$ cat config.mk
export PLATFORM = sky130hd
export DESIGN_NAME = b08_scan_sched_flat
export DESIGN_NICKNAME = d
export VERILOG_FILES = /design/src/rtl/b08_sched_pkg.sv /design/src/rtl/b08_scan_sched_if.sv /design/src/rtl/b08_rr_arb.sv /design/src/rtl/b08_scan_sched.sv /design/src/flat_wrapper.sv
export SDC_FILE = /design/constraint.sdc
export NUM_CORES = 1
export LEC_CHECK = 0
export BUFFER_PORTS_ARGS = -buffer_cell sky130_fd_sc_hd__buf_2
export CAP_MARGIN = 20
export CORE_ASPECT_RATIO = 1.1
export CORE_MARGIN = 3
export CORE_UTILIZATION = 46
export DETAILED_ROUTE_END_ITERATION = 16
export PLACE_DENSITY = 0.66
export SYNTH_ARGS = -nofsm -noshare
export SYNTH_HDL_FRONTEND = slang
export SYNTH_SLANG_ARGS = --single-unit
$ cat constraint.sdc
create_clock -name CLOCK -period 3 [get_ports CLOCK]
set_input_delay 0.15 -clock CLOCK [delete_from_list [all_inputs] [get_ports CLOCK]]
set_output_delay 0.15 -clock CLOCK [all_outputs]
set_load 0.03 [all_outputs]
$ cat src/rtl/b08_sched_pkg.sv
// rtl/b08_sched_pkg.sv - shared types and constants for the b08 scan sequencer
package b08_sched_pkg;

    localparam int W_IN  = 8;
    localparam int W_OUT = 4;
    localparam int DEPTH = 8;
    localparam int AW    = $clog2(DEPTH);

    typedef enum logic [1:0] {
        IDLE = 2'd0,
        SCAN = 2'd1,
        RESP = 2'd2
    } state_t;

    typedef struct packed {
        logic [W_IN-1:0]  pat;
        logic [W_IN-1:0]  mask;
        logic [W_OUT-1:0] out;
    } entry_t;

    // Reset entry only matches an all-zero word and contributes no code bits.
    localparam entry_t ENTRY_RST = '{pat: '0, mask: '1, out: '0};

    // Masked compare: only bits with mask=1 have to agree with the pattern.
    function automatic logic entry_match(input entry_t e, input logic [W_IN-1:0] w);
        return ((w ^ e.pat) & e.mask) == '0;
    endfunction

endpackage

$ cat src/rtl/b08_scan_sched_if.sv
// rtl/b08_scan_sched_if.sv - client, config and response bus of the scan sequencer
interface b08_scan_sched_if #(
    parameter int N_REQ = 4
);
    import b08_sched_pkg::*;

    localparam int IW = $clog2(N_REQ);

    logic [N_REQ-1:0]      req_valid;
    logic [N_REQ*W_IN-1:0] req_data;
    logic [N_REQ-1:0]      req_ready;

    logic                  cfg_we;
    logic [AW-1:0]         cfg_addr;
    logic [W_IN-1:0]       cfg_pat;
    logic [W_IN-1:0]       cfg_mask;
    logic [W_OUT-1:0]      cfg_out;
    logic                  cfg_ready;

    logic                  rsp_valid;
    logic [IW-1:0]         rsp_id;
    logic [W_OUT-1:0]      rsp_data;
    logic                  rsp_hit;
    logic                  rsp_ready;

    logic                  busy;

    modport master (
        output req_valid, req_data, cfg_we, cfg_addr, cfg_pat, cfg_mask, cfg_out, rsp_ready,
        input  req_ready, cfg_ready, rsp_valid, rsp_id, rsp_data, rsp_hit, busy
    );

    modport slave (
        input  req_valid, req_data, cfg_we, cfg_addr, cfg_pat, cfg_mask, cfg_out, rsp_ready,
        output req_ready, cfg_ready, rsp_valid, rsp_id, rsp_data, rsp_hit, busy
    );

endinterface

$ cat src/rtl/b08_rr_arb.sv
// rtl/b08_rr_arb.sv - round-robin arbiter searching upward from ptr with wrap
module b08_rr_arb #(
    parameter int N_REQ = 4,
    parameter int IW    = 2
) (
    input  logic [N_REQ-1:0] req,
    input  logic [IW-1:0]    ptr,
    input  logic             en,
    output logic [N_REQ-1:0] gnt,
    output logic [IW-1:0]    gnt_idx,
    output logic             gnt_any
);

    logic [IW-1:0] cand;

    // First requester at or above ptr (wrapping) wins; nothing is granted when disabled.
    always_comb begin
        gnt     = '0;
        gnt_idx = '0;
        gnt_any = 1'b0;
        cand    = '0;
        for (int i = 0; i < N_REQ; i++) begin
            cand = IW'((int'(ptr) + i) % N_REQ);
            if (en && !gnt_any && req[cand]) begin
                gnt[cand] = 1'b1;
                gnt_idx   = cand;
                gnt_any   = 1'b1;
            end
        end
    end

endmodule

$ cat src/rtl/b08_scan_sched.sv
// rtl/b08_scan_sched.sv - arbitrated front end and table sequencer of the b08 scan engine
module b08_scan_sched
    import b08_sched_pkg::*;
#(
    parameter int N_REQ = 4
) (
    input  logic             CLOCK,
    input  logic             RESET,
    b08_scan_sched_if.slave  bus
);

    localparam int IW = $clog2(N_REQ);

    state_t           state_q, state_d;
    logic [IW-1:0]    ptr_q, ptr_d;
    logic [IW-1:0]    id_q, id_d;
    logic [AW-1:0]    mar_q, mar_d;
    logic [W_IN-1:0]  in_q, in_d;
    logic [W_OUT-1:0] acc_q, acc_d;
    logic             hit_q, hit_d;
    entry_t           table_q [DEPTH];
    entry_t           table_d [DEPTH];

    logic [N_REQ-1:0] gnt;
    logic [IW-1:0]    gnt_idx;
    logic             gnt_any;
    logic             arb_en;
    entry_t           cur;

    // Grants only while idle; reset forces req_ready low immediately.
    assign arb_en = (state_q == IDLE) && !RESET;
    assign cur    = table_q[mar_q];

    b08_rr_arb #(
        .N_REQ (N_REQ),
        .IW    (IW)
    ) u_arb (
        .req     (bus.req_valid),
        .ptr     (ptr_q),
        .en      (arb_en),
        .gnt     (gnt),
        .gnt_idx (gnt_idx),
        .gnt_any (gnt_any)
    );

    assign bus.req_ready = gnt;
    assign bus.cfg_ready = (state_q == IDLE) && !RESET;
    assign bus.rsp_valid = (state_q == RESP);
    assign bus.rsp_id    = id_q;
    assign bus.rsp_data  = acc_q;
    assign bus.rsp_hit   = hit_q;
    assign bus.busy      = (state_q != IDLE);

    // Next state: accept and latch in IDLE, one table entry per SCAN cycle, hold in RESP.
    always_comb begin
        state_d = state_q;
        ptr_d   = ptr_q;
        id_d    = id_q;
        mar_d   = mar_q;
        in_d    = in_q;
        acc_d   = acc_q;
        hit_d   = hit_q;
        table_d = table_q;
        case (state_q)
            IDLE: begin
                if (bus.cfg_we) begin
                    table_d[bus.cfg_addr] = '{pat: bus.cfg_pat, mask: bus.cfg_mask, out: bus.cfg_out};
                end
                if (gnt_any) begin
                    in_d    = bus.req_data[int'(gnt_idx)*W_IN +: W_IN];
                    id_d    = gnt_idx;
                    mar_d   = '0;
                    acc_d   = '0;
                    hit_d   = 1'b0;
                    ptr_d   = (gnt_idx == IW'(N_REQ-1)) ? '0 : gnt_idx + IW'(1);
                    state_d = SCAN;
                end
            end
            SCAN: begin
                if (entry_match(cur, in_q)) begin
                    acc_d = acc_q | cur.out;
                    hit_d = 1'b1;
                end
                mar_d = mar_q + AW'(1);
                if (mar_q == AW'(DEPTH-1)) begin
                    state_d = RESP;
                end
            end
            RESP: begin
                if (bus.rsp_ready) begin
                    state_d = IDLE;
                end
            end
            default: begin
                state_d = IDLE;
            end
        endcase
    end

    // State, datapath and table registers; reset discards any transaction in flight.
    always_ff @(posedge CLOCK) begin
        if (RESET) begin
            state_q <= IDLE;
            ptr_q   <= '0;
            id_q    <= '0;
            mar_q   <= '0;
            in_q    <= '0;
            acc_q   <= '0;
            hit_q   <= 1'b0;
            for (int i = 0; i < DEPTH; i++) begin
                table_q[i] <= ENTRY_RST;
            end
        end else begin
            state_q <= state_d;
            ptr_q   <= ptr_d;
            id_q    <= id_d;
            mar_q   <= mar_d;
            in_q    <= in_d;
            acc_q   <= acc_d;
            hit_q   <= hit_d;
            table_q <= table_d;
        end
    end

endmodule
$ cat src/flat_wrapper.sv
// flat-port wrapper written by rule: the top's interface ports become plain ports
module b08_scan_sched_flat import b08_sched_pkg::*;
#(
    parameter int N_REQ = 4
)
  (CLOCK, RESET, bus_req_valid, bus_req_data, bus_cfg_we, bus_cfg_addr, bus_cfg_pat, bus_cfg_mask, bus_cfg_out, bus_rsp_ready, bus_req_ready, bus_cfg_ready, bus_rsp_valid, bus_rsp_id, bus_rsp_data, bus_rsp_hit, bus_busy);
  b08_scan_sched_if #(.N_REQ(N_REQ)) bus_i ();
  input  logic CLOCK;
  input  logic RESET;
  input wire logic [$bits(bus_i.req_valid)-1:0] bus_req_valid;
  input wire logic [$bits(bus_i.req_data)-1:0] bus_req_data;
  input wire logic [$bits(bus_i.cfg_we)-1:0] bus_cfg_we;
  input wire logic [$bits(bus_i.cfg_addr)-1:0] bus_cfg_addr;
  input wire logic [$bits(bus_i.cfg_pat)-1:0] bus_cfg_pat;
  input wire logic [$bits(bus_i.cfg_mask)-1:0] bus_cfg_mask;
  input wire logic [$bits(bus_i.cfg_out)-1:0] bus_cfg_out;
  input wire logic [$bits(bus_i.rsp_ready)-1:0] bus_rsp_ready;
  output wire logic [$bits(bus_i.req_ready)-1:0] bus_req_ready;
  output wire logic [$bits(bus_i.cfg_ready)-1:0] bus_cfg_ready;
  output wire logic [$bits(bus_i.rsp_valid)-1:0] bus_rsp_valid;
  output wire logic [$bits(bus_i.rsp_id)-1:0] bus_rsp_id;
  output wire logic [$bits(bus_i.rsp_data)-1:0] bus_rsp_data;
  output wire logic [$bits(bus_i.rsp_hit)-1:0] bus_rsp_hit;
  output wire logic [$bits(bus_i.busy)-1:0] bus_busy;
  assign bus_i.req_valid = bus_req_valid;
  assign bus_i.req_data = bus_req_data;
  assign bus_i.cfg_we = bus_cfg_we;
  assign bus_i.cfg_addr = bus_cfg_addr;
  assign bus_i.cfg_pat = bus_cfg_pat;
  assign bus_i.cfg_mask = bus_cfg_mask;
  assign bus_i.cfg_out = bus_cfg_out;
  assign bus_i.rsp_ready = bus_rsp_ready;
  assign bus_req_ready = bus_i.req_ready;
  assign bus_cfg_ready = bus_i.cfg_ready;
  assign bus_rsp_valid = bus_i.rsp_valid;
  assign bus_rsp_id = bus_i.rsp_id;
  assign bus_rsp_data = bus_i.rsp_data;
  assign bus_rsp_hit = bus_i.rsp_hit;
  assign bus_busy = bus_i.busy;
  b08_scan_sched #(.N_REQ(N_REQ)) u_core (.CLOCK(CLOCK), .RESET(RESET), .bus(bus_i));
endmodule
### After elaboration in Yosys (flattened, before gate mapping)

Cells that the tools add are included.

| operators by class | value |
|---|---|
| add/sub/neg operators | 5 |
| multipliers | 0 |
| divide/modulo/power cells | 0 |
| $lt $le $gt $ge | 11 |
| equality and inequality tests | 8 |
| shift-type cells | 1 |
| muxes and demuxes | 47 |
| bitwise operators | 8 |
| reduce and logical (&&, ||, !) cells | 26 |

Operators with widths:

| kind | count |
|---|---|
| $bwmux W160 | 1 |
| $bmux W20 S3 | 1 |
| $demux W20 S3 | 1 |
| $mux W20 | 3 |
| $shiftx A32 B6 Y8 | 1 |
| $mux W4 | 6 |
| $mux W2 | 8 |
| $or A4 B4 Y4 | 4 |
| $mux W1 | 14 |
| $logic_and A1 B1 Y1 | 13 |
| $lt A2 B3 Y1 const B | 4 |
| $and A8 B8 Y8 | 1 |
| $bmux W1 S2 | 4 |
| $demux W1 S2 | 4 |
| $ge A2 B1 Y1 const B | 4 |
| $ge A4 B4 Y1 const B | 2 |
| $logic_not A8 Y1 | 1 |
| $not A3 Y4 | 2 |
| $pmux W4 S2 | 1 |
| $xor A8 B8 Y8 | 1 |
| $ne A2 B1 Y1 const B | 3 |
| $pmux W2 S3 | 1 |
| $pmux W3 S2 | 1 |
| $reduce_and A2 Y1 | 3 |
| 14 further kinds | 22 |

| storage, ports and cells | value |
|---|---|
| bits in registers | 182 |
| latch bits | 0 |
| RAM bits | 0 |
| bits in read-only memories | 0 |
| input bits | 63 |
| output and inout bits | 14 |
| word-level logic and storage cells | 137 |
| memories | 0 |

### Logic depth before layout (Yosys ltp)

| depth | value |
|---|---|
| depth in word-level cells | 18 |
| gate-level depth with buffers | 12 |
| depth with buffers taken out | 9 |

### Cells and area by module

From an unflattened synthesis, not the netlist that was laid out.

| unflattened totals | value |
|---|---|
| cell total of the unflattened synthesis | 1084 |
| area, all modules | 8833.5 µm² |

By module, submodules not included:

| module | times used | cells an instance | area each (µm²) | seq. area each (µm²) |
|---|---|---|---|---|
| b08_scan_sched | 1 | 1018 | 8284.2 | 3643.5 |
| b08_rr_arb | 1 | 66 | 549.3 | 0.0 |

### Worst setup path before layout

OpenSTA, ideal clock, no wires.

| timing | value |
|---|---|
| path kind | flip-flop to flip-flop |
| from | register u_core.ptr_q[0] |
| to | register u_core.in_q[7] |
| setup time | 0.128 ns |
| arrival | 2.908 ns |
| required time | 2.872 ns |
| path slack | -0.035 ns |
| cell stages (with the launch flop) | 13 |
| buffers on the path | 3 |
| period minus slack after synthesis | 3.035 ns |
| path through | dfxtp_1 buf_6 clkinv_1 ha_1 clkbuf_1 mux4_2 nand2b_1 a21o_1 a21oi_2 buf_6 mux2_4 a222oi_1 nor2_1 |

| on the way | value |
|---|---|
| word-level cells in the longest chain between the ends | 17 |
| elaborated cells on any way between the ends | 31 |

RTL lines:

| what | RTL line | RTL |
|---|---|---|
| start: declaration | b08_scan_sched.sv:15 | `logic [IW-1:0] ptr_q, ptr_d;` |
| start signal: assignment | b08_scan_sched.sv:115 | `ptr_q <= ptr_d;` |
| $bmux W1 S2 | b08_rr_arb.sv:24 | `if (en && !gnt_any && req[cand]) begin` |
| $mux W1 (not written as such) | b08_rr_arb.sv:24 |  |
| $logic_and A1 B1 Y1 | b08_rr_arb.sv:24 |  |
| $mux W1 | b08_rr_arb.sv:24 |  |
| $logic_not A1 Y1 | b08_rr_arb.sv:24 |  |
| $logic_and A1 B1 Y1 (2 in series) | b08_rr_arb.sv:24 |  |
| $mux W1 | b08_rr_arb.sv:24 |  |
| $logic_not A1 Y1 | b08_rr_arb.sv:24 |  |
| $logic_and A1 B1 Y1 (2 in series) | b08_rr_arb.sv:24 |  |
| $mux W1 | b08_rr_arb.sv:24 |  |
| $logic_not A1 Y1 | b08_rr_arb.sv:24 |  |
| $logic_and A1 B1 Y1 (2 in series) | b08_rr_arb.sv:24 |  |
| $mux W2 or $mux W1 (tied branches) | b08_rr_arb.sv:24 |  |
| $shiftx A32 B6 Y8 or $reduce_and A2 Y1 (tied branches) | -- |  |
| end signal: assignment | b08_scan_sched.sv:118 | `in_q <= in_d;` |
| end: declaration | b08_scan_sched.sv:18 | `logic [W_IN-1:0] in_q, in_d;` |

Several ways; a longest one is shown, not always the timed one. The select of a mux whose other input is x is not followed.
A chain may end at the register's enable or synchronous reset.

### Worst setup path after layout

| timing | value |
|---|---|
| from | register u_core.ptr_q[0] |
| to | output port bus_req_ready[3] |

| on the way | value |
|---|---|
| word-level cells in the longest chain between the ends | 16 |
| elaborated cells on any way between the ends | 51 |

RTL lines:

| what | RTL line | RTL |
|---|---|---|
| branches (longest 15 deep; another with $lt A2 B3 Y1) | -- |  |
| $mux W4 (*) | b08_rr_arb.sv:24 |  |
| end: declaration | flat_wrapper.sv:18 | `output wire logic [$bits(bus_i.req_ready)-1:0] bus_req_ready;` |

Mark *: on every way between the ends. The select of a mux whose other input is x is not followed.

==> run summary <==
Critical path data required time - 2850 ps
Root buffer cell - clkbuf_16
Area leader, netlist - dfxtp_1
Slowest cell on the critical path - a211oi_1
Clk buf depth - 2
Top Layer Used - met5
Clk slew on worst S/H paths - 70 ps
Proportion of layout cells with a drive suffix above 1 - 16.5%
Final ANT Viol Nets - 0
Ys async rst share - 0%
Final number of max-transition violations - 0
Final WL - 24.8 mm
DR vias - 7669
Seq pwr share - 46.4%
Chip Height - 150 um
Die Width - 137 um
Crit-path cells - clkinv_1 > ha_1 > mux4_2 > nand2b_1 > a211oi_1 > a221o_1 > buf_2
DIE AREA - 20500 sq um
Syn Nets - 1132
Area of the multi-input gates - 4470 sq um
Slew of the pin with the lowest slew margin - 875 ps
Final hold viol count - 0
Delay-heaviest family, CP - compound AO/OA/AOI/OAI gates
VDD IR max - 0.367 mV
Worst slew margin - 41.5%
Synth-to-layout area growth - 12.6%
Pwr dens - 570 nW/um^2
Distinct cell type count after synthesis - 57
RSZ-0062 raised after global routing - false
Cell Rows - 51
DRT Pass-1 Iters - 6
Min Tclk post-route - 2700 ps
Starting Density - 47.8%
Pin count of the biggest net entering global routing - 74
Clk_lat worst skew - 430 ps
Max frequency - 370 MHz
Ports - 77
M1 wire length - 10.7 mm
TritonCTS Sinks - 182
Mapped Area - 8640 sq um
WP buf/inv - 2
CP Max Fanout - 4
Post-route cell area - 9730 sq um
Int Pwr - 4.06 mW
CP endpoint kind - output port
Resize count post-CTS - 0
Critical path data arrival time - 2550 ps
Synth Flop Type - dfxtp_1
Number of global-route vias before repair - 7117
Max incr delay on CP - 410 ps
Combinational cell fraction of total power - 13.8%
Post-CTS Hold Buffers - 0
Area contributors post-synth - dfxtp_1, nand2_1, a21oi_1, mux4_2, nand3_1
Leak Pwr - 3.85 nW
First DRT Iteration DRCs - 654
H-tree depth - 4
CTS tree - built
Fillers - 1711
Wire length per cell - 18.3 um
First-pass GRT wire length - 38.3 mm
Post-synth top area share - 42.2%
TNS Setup - 0 ps
Yosys reg bits - 182
Synth Area per Inst - 8.13 sq um
Routability cong. - 0.873
Grt ovf - 0
Initial antenna violation count - 4
WL met2 - 12.0 mm
Register area share after synthesis - 42.2%
Final worst-path cycle share - 90.0%
Vias per cell - 5.68
Clock group share of total power - 39.8%
CP Class - reg2out
Register Area - 3650 sq um
Cts bufs inserted - 17
Cell Area, Placed - 9150 sq um
Port Buffers - 76
Met3 routed WL - 1.62 mm
Post-synth EDFFs - 0
Final HPWL DP - 16.0 mm
Max-cap violations - 0
Sw power - 1.49 mW
Max Clock Skew - 7.10 ps
Total track usage - 24.2%
Yosys warnings - 0
Sw frac - 26.9%
Setup bufs post-CTS - 0
Hold crit path type - in2reg
Total core area - 18100 sq um
Status - finished clean
Worst Setup Start Kind - flip-flop
Nets - 1166
Final setup fails - 0
Synthesized instance count - 1063
DRC - 0
power by group through the flow:
stage | registers [mW] | clock network (mW) | logic (mW)
2_1_floorplan | 2.59 | 0 | 0.567
3_3_place_gp | 2.62 | 0 | 0.750
3_5_place_dp | 2.63 | 0 | 0.761
4_1_cts | 2.57 | 2.23 | 0.765
5_1_grt | 2.58 | 2.32 | 0.838
6_report | 2.57 | 2.21 | 0.768
sequential cells by signal, summed over array words and instances (netlist names):
register and count:
u_core.table_q 160, u_core.bus.rsp_id 2, u_core.in_q 8, u_core.mar_q 3
u_core.bus.rsp_data 4, u_core.ptr_q 2, u_core.bus.rsp_hit 1, u_core.state_q 2
worst reg2reg max path, delay by kind of cell (launching register included):
kind / cells / cell delay (ps)
flip-flops: 1 / 340
buffers and inverters: 2 / 370
multiplexers: 2 / 670
adder cells (fa/ha/maj): 1 / 330
AO/OA/AOI/OAI: 3 / 610
AND/OR/NAND/NOR: 2 / 250
placed cells by master (no fill, tap or decap), drive strengths merged, types with 6 or more instances in the layout:
| cell type | synthesis | final |
|---|---|---|
| a211oi | 6 | 6 |
| a21oi | 108 | 108 |
| a222oi | 8 | 8 |
| and2 | 6 | 6 |
| buf | 36 | 112 |
| clkbuf | 61 | 19 |
| clkinv | 2 | 7 |
| dfxtp | 182 | 182 |
| ha | 6 | 6 |
| inv | 14 | 15 |
| mux2 | 22 | 22 |
| mux2i | 23 | 23 |
| mux4 | 18 | 18 |
| nand2 | 346 | 346 |
| nand2b | 9 | 9 |
| nand3 | 56 | 56 |
| nand3b | 26 | 26 |
| nor2 | 21 | 21 |
| nor3 | 7 | 7 |
| o21ai | 18 | 18 |
| xnor2 | 7 | 7 |
| xor2 | 19 | 19 |
worst paths after layout:
path | from | to | slack, ps | depth (start not counted)
worst max register to register | u_core.ptr_q[0]$_SDFFE_PP0P_ | u_core.in_q[2]$_SDFFE_PP0P_ | 300 | 10
worst min-delay path | bus_cfg_pat[3] | u_core.table_q[135]$_SDFFE_PP0P_ | 30 | 3
worst min register to register | u_core.bus.rsp_hit$_SDFFE_PP0P_ | u_core.bus.rsp_hit$_SDFFE_PP0P_ | 440 | 2
worst max-delay path | u_core.ptr_q[0]$_SDFFE_PP0P_ | bus_req_ready[3] | 300 | 7
cell type report:
type / count / area share, %
Clock buffer: 19 / 4.55
Inverter: 16 / 0.617
Tap cell: 238 / 3.06
Sequential cell: 182 / 37.5
Timing Repair Buffer: 112 / 6.97
Clock inverter: 13 / 1.35
Multi-Input combinational cell: 768 / 45.9
Antenna cell: 2 / 0.0514
logic make-up after synthesis:
family / synth area share, %
AO/OA/AOI/OAI: 12.9
XOR/XNOR: 2.64
adder cells (fa/ha/maj): 0.869
buffers and inverters: 6.16
flip-flops: 42.2
multiplexers: 10.6
AND/OR/NAND/NOR: 24.7
metal layers:
layer	GRT usage, %	vias to the layer above
met3	4.88	49
met4	7.66	4
met2	41.3	291
li1	-	3667
met1	30.7	3658
met5	0	-
cell usage after synthesis (9+ instances only):
library cell and n:
nand2_1 346, dfxtp_1 182, a21oi_1 107, clkbuf_1 61, nand3_1 56, nand3b_1 26
mux2i_1 23, buf_4 21, nor2_1 21, xor2_1 19, mux4_2 18, o21ai_0 18
inv_1 14, buf_2 11, nand2b_1 9
metrics by stage:
stage,hold WS [ps],utilization (%),setup slack (ps),instances,power [mW]
after global placement,431,50.7,379,1316,3.37
after CTS,14.1,53.8,272,1348,5.57
after floorplan,348,-,71.3,1063,3.16
final,33.8,53.9,301,1350,5.55
after detailed placement,436,50.7,305,1316,3.39
after global routing,31.0,53.9,143,1350,5.74
No activity file was read; power rests on OpenSTA's default activity.
